**src/rtl/hi_15_xfer_sequencer.sv**
```systemverilog
// ISO15693 reader transaction sequencer: steers the datapath minor_mode through TX, guard, listen and receive.
// Optional JAM state is built only when HI15_SEQ_JAM_EN is defined.
module hi_15_xfer_sequencer #(
   parameter int GUARD_W = 12,
   parameter int WIN_W   = 16
) (
   input  logic               ck_1356meg_i,
   input  logic               reset_i,
   input  logic               frame_tick_i,
   input  logic               start_i,
   input  logic               abort_i,
   input  logic               sniff_i,
   input  logic               full_mod_i,
   input  logic               tx_last_i,
   input  logic [GUARD_W-1:0] guard_frames_i,
   input  logic [WIN_W-1:0]   window_frames_i,
   input  logic [7:0]         idle_frames_i,
   input  logic               rx_active_i,
`ifdef HI15_SEQ_JAM_EN
   input  logic               jam_req_i,
`endif
   output logic [3:0]         minor_mode_o,
   output logic               rx_valid_o,
   output logic               busy_o,
   output logic               done_o,
   output logic               timeout_o,
   output logic               got_response_o
);

   localparam logic [3:0] MODE_RX_AMP     = 4'd1;
   localparam logic [3:0] MODE_SEND_FULL  = 4'd3;
   localparam logic [3:0] MODE_SEND_SHAL  = 4'd4;
   localparam logic [3:0] MODE_SNIFF_AMP  = 4'd6;
`ifdef HI15_SEQ_JAM_EN
   localparam logic [3:0] MODE_SEND_JAM   = 4'd8;
`endif

   typedef enum logic [2:0] {
      S_IDLE   = 3'd0,
      S_TX     = 3'd1,
      S_GUARD  = 3'd2,
      S_LISTEN = 3'd3,
      S_RECV   = 3'd4
`ifdef HI15_SEQ_JAM_EN
      ,S_JAM   = 3'd5
`endif
   } state_t;

   state_t             state_q, state_d;
   logic               sniff_q, sniff_d;
   logic               full_mod_q, full_mod_d;
   logic [GUARD_W-1:0] guard_cfg_q, guard_cfg_d;
   logic [WIN_W-1:0]   win_cfg_q, win_cfg_d;
   logic [7:0]         idle_cfg_q, idle_cfg_d;
   logic [GUARD_W-1:0] guard_cnt_q, guard_cnt_d;
   logic [WIN_W-1:0]   win_cnt_q, win_cnt_d;
   logic [7:0]         quiet_cnt_q, quiet_cnt_d;
   logic               got_q, got_d;
   logic               done_q, done_d;
   logic               timeout_q, timeout_d;
   logic [3:0]         mode_q, mode_d;
   logic               busy_q, busy_d;
   logic               rx_valid_q, rx_valid_d;
   logic [7:0]         quiet_load;

   // An idle_frames of 0 would end RECV without ever waiting, so treat it as 1.
   assign quiet_load = (idle_cfg_q == 8'd0) ? 8'd1 : idle_cfg_q;

   always_comb begin
      state_d     = state_q;
      sniff_d     = sniff_q;
      full_mod_d  = full_mod_q;
      guard_cfg_d = guard_cfg_q;
      win_cfg_d   = win_cfg_q;
      idle_cfg_d  = idle_cfg_q;
      guard_cnt_d = guard_cnt_q;
      win_cnt_d   = win_cnt_q;
      quiet_cnt_d = quiet_cnt_q;
      got_d       = got_q;
      done_d      = 1'b0;
      timeout_d   = 1'b0;

      if (abort_i) begin
         state_d     = S_IDLE;
         guard_cnt_d = '0;
         win_cnt_d   = '0;
         quiet_cnt_d = '0;
      end else begin
         case (state_q)
            S_IDLE: begin
`ifdef HI15_SEQ_JAM_EN
               if (jam_req_i) begin
                  state_d = S_JAM;
               end else
`endif
               if (start_i) begin
                  sniff_d     = sniff_i;
                  full_mod_d  = full_mod_i;
                  guard_cfg_d = guard_frames_i;
                  win_cfg_d   = window_frames_i;
                  idle_cfg_d  = idle_frames_i;
                  got_d       = 1'b0;
                  if (sniff_i) begin
                     state_d   = S_LISTEN;
                     win_cnt_d = window_frames_i;
                  end else begin
                     state_d = S_TX;
                  end
               end
            end
            S_TX: begin
               if (tx_last_i) begin
                  if (guard_cfg_q == '0) begin
                     state_d   = S_LISTEN;
                     win_cnt_d = win_cfg_q;
                  end else begin
                     state_d     = S_GUARD;
                     guard_cnt_d = guard_cfg_q;
                  end
               end
            end
            S_GUARD: begin
               if (frame_tick_i) begin
                  guard_cnt_d = (guard_cnt_q == '0) ? '0 : guard_cnt_q - 1'b1;
                  if (guard_cnt_d == '0) begin
                     state_d   = S_LISTEN;
                     win_cnt_d = win_cfg_q;
                  end
               end
            end
            S_LISTEN: begin
               // Activity is checked before the window so a coincident expiry still receives.
               if (frame_tick_i) begin
                  if (rx_active_i) begin
                     state_d     = S_RECV;
                     got_d       = 1'b1;
                     quiet_cnt_d = quiet_load;
                  end else if (win_cfg_q != '0) begin
                     win_cnt_d = (win_cnt_q == '0) ? '0 : win_cnt_q - 1'b1;
                     if (win_cnt_d == '0) begin
                        state_d   = S_IDLE;
                        done_d    = 1'b1;
                        timeout_d = 1'b1;
                     end
                  end
               end
            end
            S_RECV: begin
               if (frame_tick_i) begin
                  if (rx_active_i) begin
                     quiet_cnt_d = quiet_load;
                  end else begin
                     quiet_cnt_d = (quiet_cnt_q == 8'd0) ? 8'd0 : quiet_cnt_q - 1'b1;
                     if (quiet_cnt_d == 8'd0) begin
                        state_d = S_IDLE;
                        done_d  = 1'b1;
                     end
                  end
               end
            end
`ifdef HI15_SEQ_JAM_EN
            S_JAM: begin
               if (!jam_req_i) state_d = S_IDLE;
            end
`endif
            default: state_d = S_IDLE;
         endcase
      end
   end

   // Outputs are decoded from the next state so they move on the same edge as the state.
   always_comb begin
      mode_d     = MODE_RX_AMP;
      busy_d     = (state_d != S_IDLE);
      rx_valid_d = (state_d == S_LISTEN) || (state_d == S_RECV);
      case (state_d)
         S_TX:     mode_d = full_mod_d ? MODE_SEND_FULL : MODE_SEND_SHAL;
         S_LISTEN,
         S_RECV:   mode_d = sniff_d ? MODE_SNIFF_AMP : MODE_RX_AMP;
`ifdef HI15_SEQ_JAM_EN
         S_JAM:    mode_d = MODE_SEND_JAM;
`endif
         default:  mode_d = MODE_RX_AMP;
      endcase
   end

   always_ff @(negedge ck_1356meg_i or posedge reset_i) begin
      if (reset_i) begin
         state_q     <= S_IDLE;
         sniff_q     <= 1'b0;
         full_mod_q  <= 1'b0;
         guard_cfg_q <= '0;
         win_cfg_q   <= '0;
         idle_cfg_q  <= '0;
         guard_cnt_q <= '0;
         win_cnt_q   <= '0;
         quiet_cnt_q <= '0;
         got_q       <= 1'b0;
         done_q      <= 1'b0;
         timeout_q   <= 1'b0;
         mode_q      <= MODE_RX_AMP;
         busy_q      <= 1'b0;
         rx_valid_q  <= 1'b0;
      end else begin
         state_q     <= state_d;
         sniff_q     <= sniff_d;
         full_mod_q  <= full_mod_d;
         guard_cfg_q <= guard_cfg_d;
         win_cfg_q   <= win_cfg_d;
         idle_cfg_q  <= idle_cfg_d;
         guard_cnt_q <= guard_cnt_d;
         win_cnt_q   <= win_cnt_d;
         quiet_cnt_q <= quiet_cnt_d;
         got_q       <= got_d;
         done_q      <= done_d;
         timeout_q   <= timeout_d;
         mode_q      <= mode_d;
         busy_q      <= busy_d;
         rx_valid_q  <= rx_valid_d;
      end
   end

   assign minor_mode_o   = mode_q;
   assign busy_o         = busy_q;
   assign rx_valid_o     = rx_valid_q;
   assign done_o         = done_q;
   assign timeout_o      = timeout_q;
   assign got_response_o = got_q;

endmodule

```
**config.mk**
```make
export PLATFORM = sky130hd
export DESIGN_NAME = hi_15_xfer_sequencer
export DESIGN_NICKNAME = d
export VERILOG_FILES = /design/src/rtl/hi_15_xfer_sequencer.sv
export SDC_FILE = /design/constraint.sdc
export NUM_CORES = 1
export LEC_CHECK = 0
export CORE_MARGIN = 4
export CORE_UTILIZATION = 55
export CTS_BUF_LIST = sky130_fd_sc_hd__clkbuf_8
export DETAILED_ROUTE_END_ITERATION = 10
export PLACE_DENSITY_LB_ADDON = 0.25
export RECOVER_POWER = 25
export SLEW_MARGIN = 20
export SYNTH_ARGS = -nofsm -noshare
export SYNTH_HDL_FRONTEND = slang
export SYNTH_SLANG_ARGS = --single-unit
```
**constraint.sdc**
```tcl
create_clock -name ck_1356meg_i -period 6.1 [get_ports ck_1356meg_i]
set_input_delay 1.22 -clock ck_1356meg_i [delete_from_list [all_inputs] [get_ports ck_1356meg_i]]
set_output_delay 1.22 -clock ck_1356meg_i [all_outputs]
set_load 0.01 [all_outputs]
```
# Word-level counts from Yosys, hierarchy flattened
# Index checks and enable logic that the tools add are counted.
classes:
  addsub: 3
  eq_ne: 22
  mux: 65
  bitwise_logic: 1
  reduce_logical: 22
op_table:
  columns: ["cell", "n"]
  rows:
  - ["16-bit two-way mux", 11]
  - ["16-bit one-hot mux with 4 select lines", 1]
  - ["12-bit two-way mux", 5]
  - ["8-bit two-way mux", 7]
  - ["3-bit two-way mux", 14]
  - ["12-bit zero test", 3]
  - ["3-bit != test (second input constant)", 12]
  - ["16-bit zero test", 2]
  - ["8-bit zero test", 3]
  - ["12-bit one-hot mux with 2 select lines", 1]
  - ["1-bit two-way mux", 20]
  - ["8-bit one-hot mux with 2 select lines", 1]
  - ["16-bit nonzero test", 1]
  - ["16-bit by 1-bit subtractor with 16-bit output (second input constant)", 1]
  - ["3-bit one-hot mux with 5 select lines", 1]
  - ["12-bit by 1-bit subtractor with 12-bit output (second input constant)", 1]
  - ["10-bit AND reduction", 1]
  - ["3-bit by 2-bit == test with 1-bit output (second input constant)", 3]
  - ["3-bit nonzero test", 3]
  - ["4-bit AND reduction", 2]
  - ["8-bit by 1-bit subtractor with 8-bit output (second input constant)", 1]
  - ["3-bit by 1-bit == test with 1-bit output (second input constant)", 2]
  - ["3-bit == test (second input constant)", 2]
  - ["2-bit != test (second input constant)", 3]
  - ["other kinds (11)", 12]
totals:
  ff_bits: 86
  out_inout_bits: 9
  elab_cells: 128

# Longest topological paths before layout
# Gate-level depths: netlist (run 1).
logic_depth:
  depth_word: 12
  mapped_depth: 10
  ltp_nobuf: 9

==> summary.md, run 1 <==
| Metric | Value |
|---|---|
| RSZ-0062 raised after global routing | `no` |
| CP most frequent cell | `buf_4` |
| Max-cap violation count | `0` |
| Port buffer count | `52` |
| Core ar. | `8890 um2` |
| CP peak stage delay | `510 ps` |
| CP max FO | `8` |
| Die Ht | `105 um` |
| # setup viols final | `0` |
| Synth Warn # | `0` |
| Status | `complete, no violations` |
| Postcts setup bufs | `0` |
| Synth Register Bits | `85` |
| Router iterations before antenna repair | `5` |
| GRT Total Usage | `25.2%` |
| Die ar. | `10900 um2` |
| Placed insts | `710` |
| Critical Path RT | `3390 ps` |
| Drt drc | `0` |
| Clock root buffer | `clkbuf_8` |
| Area Overhead vs Synth | `16.5%` |
| Worst-Skew Late Latency | `390 ps` |
| I/O pins | `54` |
| Crit path max-delay family | `buffers and inverters` |
| Worst-path clk slew | `60 ps` |
| Post-CTS Hold Fix Bufs | `0` |
| Static leakage | `2.43 nW` |
| Initial DRC Count | `453` |
| Core Rows | `34` |
| Drt wl/cell | `18.8 um` |
| Max H-tree Level | `3` |
| Setup crit start kind | `input pin` |
| Pwr/cell area | `391 nW/um2` |
| Resized Gates After CTS | `0` |
| Worst relative slew slack | `23.7%` |
| Ys flop type | `dfrtn_1` |
| Worst path slowest cell | `clkdlybuf4s50_1` |
| Post-synth EDFFs | `0` |
| Final WL | `13600 um` |
| Critical Path End Type | `register` |
| Psw | `0.000993 W` |
| Synth area leader | `dfrtn_1` |
| Gate power share | `45.0%` |
| Top cells by count, synth | `dfrtn_1, nand2_1, nor2_1` |
| Switch share | `42.5%` |
| Multi-input logic area | `2770 um2` |
| Hpwl dp | `10100 um` |
| Fill cells | `682` |
| Post-synthesis cell count | `563` |
| Worst Path Arrival | `3250 ps` |
| Synth top area cells | `dfrtn_1, mux2_2, a21oi_1, nand2_1, nor2_1` |
| TritonCTS clock tree | `yes` |
| Worst IR drop on VDD | `0.000224 V` |
| Seq pwr share | `39.5%` |
| Vias | `4752` |
| P_int | `0.00135 W` |
| Syn Area/Cell | `9.12 um2` |
| Count leader, synth | `dfrtn_1` |
| Antenna fix cells | `0` |
| CTS sink count | `85` |
| CTS Buf Count | `9` |
| Final Max Tran Viols | `0` |
| Ys async rst share | `100%` |
| Grt total ovfl | `0` |
| Post-Syn Area | `5130 um2` |
| Final Util | `67.3%` |
| Initial Util | `57.7%` |
| Final #Nets | `663` |
| Largest net degree at the start of global routing | `86` |
| Initial antenna violation count | `0` |
| Power share of the clock group | `15.5%` |
| DRT antenna net count | `0` |
| Crit path kind | `in2reg` |
| Via density per instance | `6.55` |
| GPL Wtd Cong | `0.889` |
| Seq/Total Area, Yosys | `41.5%` |
| Final std cells w/o fill | `726` |
| Measured slew at the worst slew-check pin | `1140 ps` |
| Top cell type's share of synthesized area | `41.0%` |
| Mapped Nets | `613` |
| Final Hold Vio Count | `0` |
| Hold Path Class | `reg2reg` |
| Die width | `105 um` |
| Layout cell share with drive strength beyond 1 | `14.6%` |
| WP buf/inv | `4` |
| Post-synthesis cell type count | `69` |
| Cell Chain, Critical Path | `clkdlybuf4s50_1, inv_1, a221o_1, nor3_1, buf_4, nand2_1, buf_4, o31ai_1` |
| Register area | `2130 um2` |
| Vias in the first global route | `4578` |
| Layout Skew | `59.4 ps` |
| Deepest clock path buffer count | `2` |
| First-pass GRT wire length | `22700 um` |
area by class of cell:
type | count | area share (%)
clock buffer | 9 | 2.07
sequential | 85 | 35.6
multi-input combinational | 420 | 46.3
timing repair buffer | 76 | 11.7
tap | 108 | 2.26
clock inverter | 8 | 0.732
inverter | 20 | 1.32
state kept, by name, indices dropped and copies added, names as in the netlist, 3 cells and up:
name / count
win_cfg_q: 16
guard_cnt_q: 12
guard_cfg_q: 12
quiet_cnt_q: 8
idle_cfg_q: 8
minor_mode_o: 3
win_cnt_q: 16
state_q: 3
power groups by stage:
stage                     clock network [W]  registers [W]  logic (W)
after floorplan                  0.00000205       0.000848   0.000793
after global placement           0.00000205       0.000917    0.00101
after detailed placement         0.00000205       0.000927    0.00103
after CTS                          0.000368       0.000918    0.00104
after global routing               0.000395       0.000945    0.00116
final                              0.000362       0.000923    0.00105
stage by stage:
| stage | TNS (ps) | hold WS, ps | area [um2] | worst slack, ps | power, W |
|---|---|---|---|---|---|
| final | 0 | 448 | 5980 | 134 | 0.00234 |
| after global routing | 0 | 477 | 5980 | 11.3 | 0.00250 |
| after CTS | 0 | 452 | 5990 | 148 | 0.00232 |
| after detailed placement | -1630 | 452 | 5830 | -201 | 0.00196 |
| after global placement | -1070 | 438 | 5830 | -143 | 0.00193 |
| after floorplan | 0 | 431 | 5140 | 160 | 0.00164 |
layer usage:
layer	GRT usage (%)	part of all wire [%]
met3	4.87	8.6
met5	0	0
met4	7.69	1.6
met2	39.4	45
met1	35.8	44
cells by family (layout without fill, tap and decap cells):
group                      Yosys count  in the layout  synth area share, %
AOI/OAI and AO/OA                  162            162                 21.5
other                                1              1               0.0731
buffers and inverters               58            113                 4.66
adders and majority gates            5              5                 1.22
muxes                               42             42                 9.14
xor gates and xnor gates            14             14                 2.39
and+or+nand+nor                    196            196                 19.6
DFF                                 85             85                 41.5
cells in the final DEF (no fill, tap or decap), drive strengths merged, types with 5 or more instances in the layout:
master	count
dfrtn	84
clkdlybuf4s50	51
nand2	49
nor2	47
a21oi	41
mux2	39
o21ai	30
inv	25
buf	23
nor4	22
nor3	21
nand3	17
o211ai	13
xnor2	11
clkbuf	10
o31ai	9
a222oi	9
nand4	7
a22oi	7
a31oi	6
a311oi	6
or4	6
nor3b	5
a211oi	5
ha	5
worst register-to-register path, cell delays in order (launching register included):
cell and delay (ps):
dfrtn_1 390, inv_1 180, ha_1 300, nor3b_1 760, nand4_1 220, xnor2_1 250
or4_1 570, a21oi_1 390, o211a_1 270, o22ai_1 100
worst paths after layout:
check                              from         endpoint  slack (ps)  cells past startpoint
min in group asynchronous       reset_i           busy_o        4710                      3
min                             sniff_q          sniff_q         450                      1
max                        frame_tick_i    win_cnt_q[11]         130                      8
max in group asynchronous       reset_i    idle_cfg_q[7]         650                      3
max reg2reg                win_cnt_q[0]  minor_mode_o[2]        2520                      9
min reg2reg                     sniff_q          sniff_q         450                      1
No activity file was read; power rests on OpenSTA's default activity.
==> run 2, diff against run 1 <==
- CELL_PAD_IN_SITES_DETAIL_PLACEMENT: default -> 2
- CELL_PAD_IN_SITES_GLOBAL_PLACEMENT: default -> 2
- CORE_UTILIZATION: 55 -> 40
==> summary.md, run 2 (synthesis results as in run 1) <==
| Metric | Value |
|---|---|
| Status | `complete, no violations` |
| Core Rows | `41 (+21%)` |
| Top flop regs | `win_cfg_q (16), win_cnt_q (16)` |
| Hold Path Class | `reg2reg` |
| Area Overhead vs Synth | `19.1%` |
| Grt total ovfl | `0 (unchanged)` |
| CP peak stage delay | `490 ps (-20 ps)` |
| Cell Chain, Critical Path | `clkdlybuf4s50_1, inv_1, a221o_1, or3_1, or3_1, a21oi_1` |
| Hpwl dp | `13000 um (+29%)` |
| Via density per instance | `6.10 (-6.8%)` |
| Worst relative slew slack | `19.3% (-4.5 points)` |
| Worst path slowest cell | `clkdlybuf4s50_1` |
| CP max FO | `6 (-2)` |
| Final WL | `17900 um (+31%)` |
| Reg-to-reg slack, setup | `2730 ps (+210 ps)` |
| Measured slew at the worst slew-check pin | `1210 ps (+67.4 ps)` |
| Worst Path Arrival | `3210 ps (-40 ps)` |
| Most frequent cells in the layout | `dfrtn_1, clkdlybuf4s50_1, nand2_1` |
| Drt wl/cell | `22.6 um (+20%)` |
| Crit path kind | `in2reg` |
| I/O pins | `54 (unchanged)` |
| Deepest clock path buffer count | `2 (unchanged)` |
| Static leakage | `2.45 nW (+0.93%)` |
| RSZ-0062 raised after global routing | `no` |
| CTS Buf Count | `9 (unchanged)` |
| Post-CTS Hold Fix Bufs | `0 (unchanged)` |
| Clock root buffer | `clkbuf_8` |
| Worst-path clk slew | `60 ps (about the same)` |
| Die ar. | `14700 um2 (+34%)` |
| Max-cap violation count | `0 (unchanged)` |
| Router iterations before antenna repair | `5 (unchanged)` |
| Fill cells | `1363 (+100%)` |
| Crit path max-delay family | `simple AND/OR/NAND/NOR gates` |
| Final #Nets | `664 (+0.15%)` |
| Pwr/cell area | `401 nW/um2 (+2.5%)` |
| Multi-input logic area | `2780 um2 (+0.18%)` |
| Resized Gates After CTS | `0 (unchanged)` |
| Largest net degree at the start of global routing | `86 (unchanged)` |
| Die Ht | `121 um (+16%)` |
| Worst IR drop on VDD | `0.000158 V (-29%)` |
| CP most frequent cell | `or3_1` |
| Register area | `2130 um2 (unchanged)` |
| CTS sink count | `85 (unchanged)` |
| Worst-Skew Late Latency | `410 ps (+20 ps)` |
| Postcts setup bufs | `0 (unchanged)` |
| # setup viols final | `0 (unchanged)` |
| Critical Path RT | `3430 ps (+40 ps)` |
| TritonCTS clock tree | `yes` |
| Die width | `121 um (+16%)` |
| Worst Hold Slack | `455 ps (+6.36 ps)` |
| GPL Wtd Cong | `0.878 (-1.2%)` |
| Initial Util | `40.8% (-17 points)` |
| Drt drc | `0 (unchanged)` |
| Final setup TNS | `0 ps (unchanged)` |
| DRT antenna net count | `0 (unchanged)` |
| Critical Path End Type | `register` |
| Setup crit start kind | `input pin` |
| Port buffer count | `52 (unchanged)` |
| Final Hold Vio Count | `0 (unchanged)` |
| Antenna fix cells | `0 (unchanged)` |
| WP buf/inv | `2 (-2)` |
| Layout Skew | `58.6 ps (-0.744 ps)` |
| Initial DRC Count | `289 (-36%)` |
| Final Total Pwr | `0.00245 W (+4.8%)` |
| First-pass GRT wire length | `29500 um (+30%)` |
| Vias | `4826 (+1.6%)` |
| Vias in the first global route | `5335 (+17%)` |
| Layout cell share with drive strength beyond 1 | `14.9% (+0.30 points)` |
| Final Max Tran Viols | `0 (unchanged)` |
| Core ar. | `12600 um2 (+41%)` |
| GRT Total Usage | `25.8% (+0.53 points)` |
| Max H-tree Level | `3 (unchanged)` |
| Initial antenna violation count | `0 (unchanged)` |
| Commonest non-fill, non-tap cell in the layout | `dfrtn_1` |
==> run 2: cell count changes in the layout (fill, tap and decap cells not counted), sizes merged <==
| cell | delta |
|---|---|
| buf | +1 |
| clkinv | +2 |
| inv | -3 |
| bufinv | +1 |
==> run 2: worst paths after layout <==
kind	start	to	depth (start not counted)
max	frame_tick_i	win_cnt_q[2]	6
min	sniff_q	sniff_q	1
max reg2reg	win_cnt_q[0]	minor_mode_o[2]	9
min reg2reg	sniff_q	sniff_q	1
max in group asynchronous	reset_i	win_cfg_q[3]	3
min in group asynchronous	reset_i	guard_cfg_q[4]	3
==> run 2: metal layers <==
| layer | global-route usage, % | wire length [um] | share of wire [%] |
|---|---|---|---|
| met3 | 3.03 | 478 | 2.7 |
| met1 | 33.2 | 7800 | 44 |
| met2 | 44.3 | 9150 | 51 |
| met5 | 0 | 0 | 0 |
| met4 | 9.94 | 464 | 2.6 |
==> run 2: through the flow <==
stage,instances,setup WS (ps),utilization (%),instance area [um2]
after floorplan,563,160,-,5140
after global placement,775,-107,47.2,5930
after global routing,791,114,48.7,6110
final,791,229,48.7,6110
after detailed placement,775,-150,47.2,5930
after CTS,791,215,48.8,6130
==> run 2: layout make-up <==
class	count	area share [%]
multi-input combinational	420	45.4
sequential	85	34.8
timing repair buffer	77	11.8
tap	172	3.52
clock buffer	9	2.03
inverter	20	1.29
clock inverter	8	1.19
==> run 2: worst reg2reg max path: stages (launching register included) <==
cell and delay, ps:
dfrtn_1 400, inv_1 160, ha_1 290, nor3b_1 740, nand4_1 210, xnor2_1 240
or4_1 600, a21oi_1 200, o211a_1 260, o22ai_1 110
==> run 2: where the power goes <==
group	leakage, nW	internal (W)	switching [W]	total (W)
combinational	1.26	0.000466	0.000628	0.00109
sequential	1.08	0.000733	0.000204	0.000938
clock	0.112	0.000190	0.000229	0.000418
